File: src/rtl/mips_pkg.sv
// Shared definitions for the pipeline: data/register widths, the
// writeback FSM states and the hard-wired zero register index.
package mips_pkg;

  localparam int DATA_W   = 32;
  localparam int REG_AW   = 5;
  localparam int REG_ZERO = 0;

  typedef enum logic {
    IDLE     = 1'b0,
    WAIT_MEM = 1'b1
  } wb_state_t;

endpackage

File: src/rtl/writeback.sv
// Final pipeline stage: picks the destination and result source, waits for
// late load data (with a timeout), and drives a registered register-file write.
module writeback #(
  parameter int DATA_W      = mips_pkg::DATA_W,
  parameter int REG_AW      = mips_pkg::REG_AW,
  parameter int MEM_TIMEOUT = 15
) (
  input  logic              clk,
  input  logic              rst_n,
  input  logic              inValid,
  output logic              inReady,
  input  logic [REG_AW-1:0] ins1,
  input  logic [REG_AW-1:0] ins2,
  input  logic              regDst,
  input  logic              memToReg,
  input  logic              regWriteIn,
  input  logic [DATA_W-1:0] aluResult,
  input  logic [DATA_W-1:0] memData,
  input  logic              memValid,
  output logic [REG_AW-1:0] writeReg,
  output logic [DATA_W-1:0] writeData,
  output logic              regWrite,
  output logic              busy,
  output logic              timeoutErr
);

  import mips_pkg::*;

  localparam logic [7:0] LAST_WAIT = 8'(MEM_TIMEOUT - 1);

  wb_state_t         state;
  logic [7:0]        waitCnt;
  logic [REG_AW-1:0] pendReg;
  logic              pendWen;
  logic [REG_AW-1:0] dst;
  logic              wen;

  assign dst     = regDst ? ins2 : ins1;
  assign wen     = regWriteIn && (dst != REG_AW'(REG_ZERO));
  assign inReady = (state == IDLE);
  assign busy    = (state != IDLE);

  // On the final wait cycle a returning load still wins over the abort.
  always_ff @(posedge clk or negedge rst_n) begin
    if (!rst_n) begin
      state      <= IDLE;
      waitCnt    <= '0;
      pendReg    <= '0;
      pendWen    <= 1'b0;
      writeReg   <= '0;
      writeData  <= '0;
      regWrite   <= 1'b0;
      timeoutErr <= 1'b0;
    end else begin
      regWrite <= 1'b0;
      case (state)
        IDLE: begin
          if (inValid) begin
            if (!memToReg) begin
              writeReg  <= dst;
              writeData <= aluResult;
              regWrite  <= wen;
            end else begin
              pendReg <= dst;
              pendWen <= wen;
              waitCnt <= '0;
              state   <= WAIT_MEM;
            end
          end
        end
        WAIT_MEM: begin
          if (memValid) begin
            writeReg  <= pendReg;
            writeData <= memData;
            regWrite  <= pendWen;
            state     <= IDLE;
          end else if (waitCnt == LAST_WAIT) begin
            timeoutErr <= 1'b1;
            state      <= IDLE;
          end else begin
            waitCnt <= waitCnt + 8'd1;
          end
        end
        default: state <= IDLE;
      endcase
    end
  end

endmodule

File: config.mk
export PLATFORM = sky130hd
export DESIGN_NAME = writeback
export DESIGN_NICKNAME = d
export VERILOG_FILES = /design/src/rtl/mips_pkg.sv /design/src/rtl/writeback.sv
export SDC_FILE = /design/constraint.sdc
export NUM_CORES = 1
export LEC_CHECK = 0
export BUFFER_PORTS_ARGS = -buffer_cell sky130_fd_sc_hd__buf_2
export CORE_MARGIN = 1.5
export CORE_UTILIZATION = 45
export CTS_BUF_LIST = sky130_fd_sc_hd__clkbuf_8
export CTS_CLUSTER_DIAMETER = 40
export DETAILED_ROUTE_END_ITERATION = 6
export PLACE_DENSITY = 0.78
export SKIP_CTS_REPAIR_TIMING = 1
export SLEW_MARGIN = 30
export SYNTH_ARGS = -nofsm -noshare
export SYNTH_HDL_FRONTEND = slang
export SYNTH_SLANG_ARGS = --single-unit
File: constraint.sdc
create_clock -name clk -period 2 [get_ports clk]
set_clock_uncertainty 0.15 [all_clocks]
set_input_delay 0.1 -clock clk [delete_from_list [all_inputs] [get_ports clk]]
set_output_delay 0.1 -clock clk [all_outputs]
set_load 0.05 [all_outputs]
# Word-level counts from Yosys, hierarchy flattened
# Index checks and enable logic that the tools add are counted.
# totals
in_bits,81
regBits,54
wordCells,47
output_inout_bits,41
# classes
n_eq_ne,7
addsub,1
n_bitwise,2
muxes,23
reduce_logical,6
# op_table
op,count
32-bit 2-to-1 mux,3
32-bit case mux with 2 select lines,1
8-bit 2-to-1 mux,4
5-bit 2-to-1 mux,4
8-bit case mux with 2 select lines,1
"2-bit inequality test, second input constant",5
5-bit case mux with 2 select lines,1
3-bit AND reduction,3
"8-bit by 1-bit adder with 8-bit output, second input constant",1
"8-bit by 4-bit == test with 1-bit output, second input constant",1
1-bit 2-to-1 mux,7
5-bit nonzero test,1
1-bit case mux with 2 select lines,2
4-bit AND reduction,1
"2-bit by 1-bit inequality test with 1-bit output, second input constant",1
1-bit NOT,2
1-bit logical AND,1

# Longest topological paths before layout
# depth
word_depth,6
mapped_depth,7
depth_no_buf,6

# Worst setup path after synthesis
# Ideal clock, no wire load.
# synth_path
path_type,register to register
startpoint,"register state, in the netlist busy"
endpoint,register pendReg[4]
path_slack_ns,-0.174
period_less_slack_ns,2.174
n_path_buf,2
t_arrival_ns,1.891
required_time_ns,1.718
setup_ns,0.132
path_stages_with_launch,7
path_cell_list,dfrtp_1 > buf_2 > inv_1 > nand3_1 > buf_2 > nand2_1 > o21ai_0
# synth_via
elab_chain_len,2
# synth_rtl
element,line,text
"start, declared",writeback.sv:31,wb_state_t state;
"start signal, assigned",writeback.sv:46,state <= IDLE;
"start signal, assigned",writeback.sv:67,state <= WAIT_MEM;
"start signal, assigned",writeback.sv:76,state <= IDLE;
1-bit NOT (no line),-,
net inReady,writeback.sv:11,"output logic inReady,"
3-bit AND reduction (no line),-,
"end signal, assigned",writeback.sv:64,pendReg <= dst;
"end, declared",writeback.sv:33,logic [REG_AW-1:0] pendReg;
# The timed path passes the listed nets, and every way through them passes these cells.
# A chain may end at the register's enable or synchronous reset.

# Worst setup path in the final report
# layout_path
startpoint,"register state, in the netlist busy"
endpoint,register writeData[16]
# layout_via
elab_chain_len,3
elab_cells_between_ends,6
cone_classes,eq/ne: 3; mux: 1; bitwise: 1; reduce/logical: 1
# layout_rtl
element,line,text
1-bit NOT (no line),-,
2-bit inequality test (no line),-,
3-bit AND reduction (no line),-,
"end signal, assigned",writeback.sv:61,writeData <= aluResult;
"end signal, assigned",writeback.sv:74,writeData <= memData;
"end, declared",writeback.sv:21,"output logic [DATA_W-1:0] writeData,"
# Several ways; a longest one is shown, not always the timed one.

==> impl_metrics.tcl <==
set metrics [dict create \
    grt_pass1_vias 2041 \
    cts_tree "built" \
    setup_tns_ns 0 \
    track_usage 0.182 \
    ys_seq_area_frac 0.531 \
    reg2regPathDepth 4 \
    finalSetupViolations 0 \
    syn2layout_area_growth_pct 55.2 \
    met1_length_mm 2.62 \
    finalCritPeriodShare 0.922 \
    min_path_type "in2reg" \
    place_ws_ns 0.242 \
    fp.dieArea_sq_mm 0.00612 \
    rows 27 \
    antennaDiodeCount 0 \
    ff2ff_setup_slack_ns 0.16 \
    die_w_um 78.2 \
    critPathLaunchType "flip-flop" \
    grt_pass1_wl_mm 8.87 \
    portBuffers 121 \
    whs_endpoint "writeData[31]" \
    gp_congestion 0.745 \
    p_leak_nw 1.99 \
    yosys_warnings 0 \
    firstDrtPassIters 4 \
    wl_per_cell_um 13.7 \
    synthTopCellsByArea "dfrtp_1 53%, mux2i_1 16%, nand2_1 7.4%, o21ai_0 4.9%, o21ai_1 3.9%" \
    syn_inst 249 \
    dp_hpwl_mm 4.17 \
    crit_slowest_cell "dlygate4sd3_1" \
    reg2reg_to "writeData[16]" \
    cp.arrival_ns 1.87 \
    antenna_found_initial 0 \
    die_y_um 78.2 \
    slew_headroom 0.619 \
    worst_pin_slew_ns 0.572 \
    ant_nets 0 \
    synth_area_per_cell_sq_um 10.2 \
    synthMuxAreaShare 0.161 \
    core_sq_mm 0.00547 \
    grt_max_degree 39 \
    finalCriticalPeriod_ns 1.84 \
    routed-via-count 2505 \
    worst_slack_ns 0.157 \
    nNetsFinal 513 \
    synth_compound_area_frac 0.118 \
    max_cap_violations 0 \
    ys_ff_latch 54 \
    status "complete, but fails checks" \
    synth.largest_area_cell "dfrtp_1" \
    required_ns 2.03 \
    via_per_inst 4.98 \
    violations "negative hold slack" \
    dr.first_iter.drc_count 136 \
    synthSimpleGateAreaFrac 0.129 \
    cts-root-buf "clkbuf_8" \
    hold_viol 4 \
    wl_mm 6.88 \
    r2r-start "busy" \
    cts.sinks 54 \
    cts-buffers-inserted 5 \
    rsz0062_at_grt "no" \
    synth_top_family_by_area "multiplexers" \
    powerDensity_mw_per_mm2 954 \
    drive_gt1_frac 0.329 \
    critPathMaxStageDelay_ns 0.58 \
    synthAdderAreaFrac 0.00983 \
    synth_nets 332 \
    gr-total-overflow 0 \
    top_layer "met4" \
    io_pins 122 \
    synth_xor_area_frac 0.0103 \
    crit_fanout 11 \
    crit_path_end_kind "flip-flop" \
    synth_cell_types 30 \
    min_from "aluResult[31]" \
    fmax_mhz 543 \
    path_clk_slew_ns 0.09 \
    hold-worst-slack_ns -0.0420 \
    wl_met3_um 344 \
    clkLatencyLatePin_ns 0.30 \
    cts_max_path_buffers 2 \
    route.met2.wl_mm 3.83 \
    cts_max_level 2 \
    hold-path-cell-count 3 \
    drv_slew 0 \
    path_class "reg2reg" \
    initial_core_util 0.465 \
    netlist.area_leader.share 0.531 \
    path_cells "buf_4 -> mux2i_1 -> dlygate4sd3_1 -> o21ai_1" \
    post-route-drc-count 0 \
    synth_area_sq_mm 0.00254 \
    irDropWorstVdd_uv 572 \
]
[metrics by stage]
stage	hold WS [ns]	cell area, sq um	std cells	utilization	power [W]
5_1_grt	0.000932	3950	503	0.722	0.00399
3_3_place_gp	-0.0357	3230	434	0.590	0.00290
6_report	-0.0420	3950	503	0.722	0.00377
3_5_place_dp	-0.0218	3230	434	0.590	0.00293
4_1_cts	-0.359	3340	442	0.610	0.00364
2_1_floorplan	-0.346	2550	249	-	0.00253
[Yosys cell counts]
cell type	n
a211oi_1	3
a21oi_1	3
and2_1	1
and3_1	2
and4b_1	1
buf_2	8
buf_6	3
clkbuf_1	4
dfrtp_1	54
ha_1	2
inv_1	4
mux2i_1	41
nand2_1	50
nand2b_1	2
nand3_1	3
nand4_1	3
nand4b_1	1
nor2_1	6
nor3_1	1
o21ai_0	25
o21ai_1	20
o21ba_2	1
o21bai_1	1
o22ai_1	3
or2_2	1
or3_1	1
or3b_1	1
or3b_2	1
xnor2_1	1
xor2_1	2
[area by class of cell]
cell class,instances,area [sq um]
multi-input cells,176,1100
inverters,4,18.8
clock inverters,3,41.3
fillers,408,1520
well taps,72,90.1
flip-flops and latches,54,1350
repair buffers,189,1280
clock buffers,5,68.8
[state kept, by name, indices dropped and copies added, names as in the netlist]
register and cells:
regWrite 1, pendReg 5, timeoutErr 1, writeData 32
pendWen 1, busy 1, waitCnt 8, writeReg 5
[worst max-delay path by stage]
stage          start            end  depth (start not counted)
6_report        busy  writeData[16]                          4
5_1_grt         busy  writeData[26]                          4
4_1_cts         busy  writeData[30]                          4
3_5_place_dp    busy  writeData[30]                          5
3_3_place_gp    busy  writeData[30]                          5
2_1_floorplan   busy     pendReg[0]                          5
[worst max-delay path, delay by kind of cell (launching register included)]
kind,cells,cell delay [ns]
compound gates,1,0.07
flops,1,0.41
mux,1,0.26
buf+inv,2,0.82
[kinds of logic after synthesis]
| kind of cell | count (synthesis) |
|---|---|
| adder cells (fa/ha/maj) | 2 |
| XOR/XNOR | 3 |
| flip-flops | 54 |
| buffers and inverters | 19 |
| AO/OA/AOI/OAI | 56 |
| AND/OR/NAND/NOR | 74 |
| multiplexers | 41 |
[cell usage in the layout (no fill, tap or decap), types with 2 or more instances in the layout]
| cell type | instances |
|---|---|
| a211oi_1 | 3 |
| a21oi_1 | 3 |
| and3_1 | 2 |
| buf_2 | 121 |
| buf_4 | 6 |
| clkbuf_8 | 5 |
| clkinvlp_4 | 2 |
| dfrtp_1 | 53 |
| dlygate4sd3_1 | 61 |
| ha_1 | 2 |
| inv_1 | 4 |
| mux2i_1 | 41 |
| nand2_1 | 50 |
| nand2b_1 | 2 |
| nand3_1 | 2 |
| nand4_1 | 3 |
| nor2_1 | 6 |
| o21ai_0 | 25 |
| o21ai_1 | 20 |
| o22ai_1 | 3 |
| xor2_1 | 2 |
[routing by layer]
| layer | track usage | vias up |
|---|---|---|
| met2 | 0.333 | 103 |
| li1 | - | 1220 |
| met3 | 0.0326 | 8 |
| met1 | 0.212 | 1174 |
| met5 | 0 | - |
| met4 | 0.0696 | 0 |
[power breakdown]
group          leakage (nW)  switching [W]  internal, W  total [W]
clock network        0.0556       0.000337     0.000369   0.000706
registers             0.678       0.000140      0.00132    0.00146
logic                  1.26        0.00110     0.000499    0.00160
No activity file was read; power rests on OpenSTA's default activity.
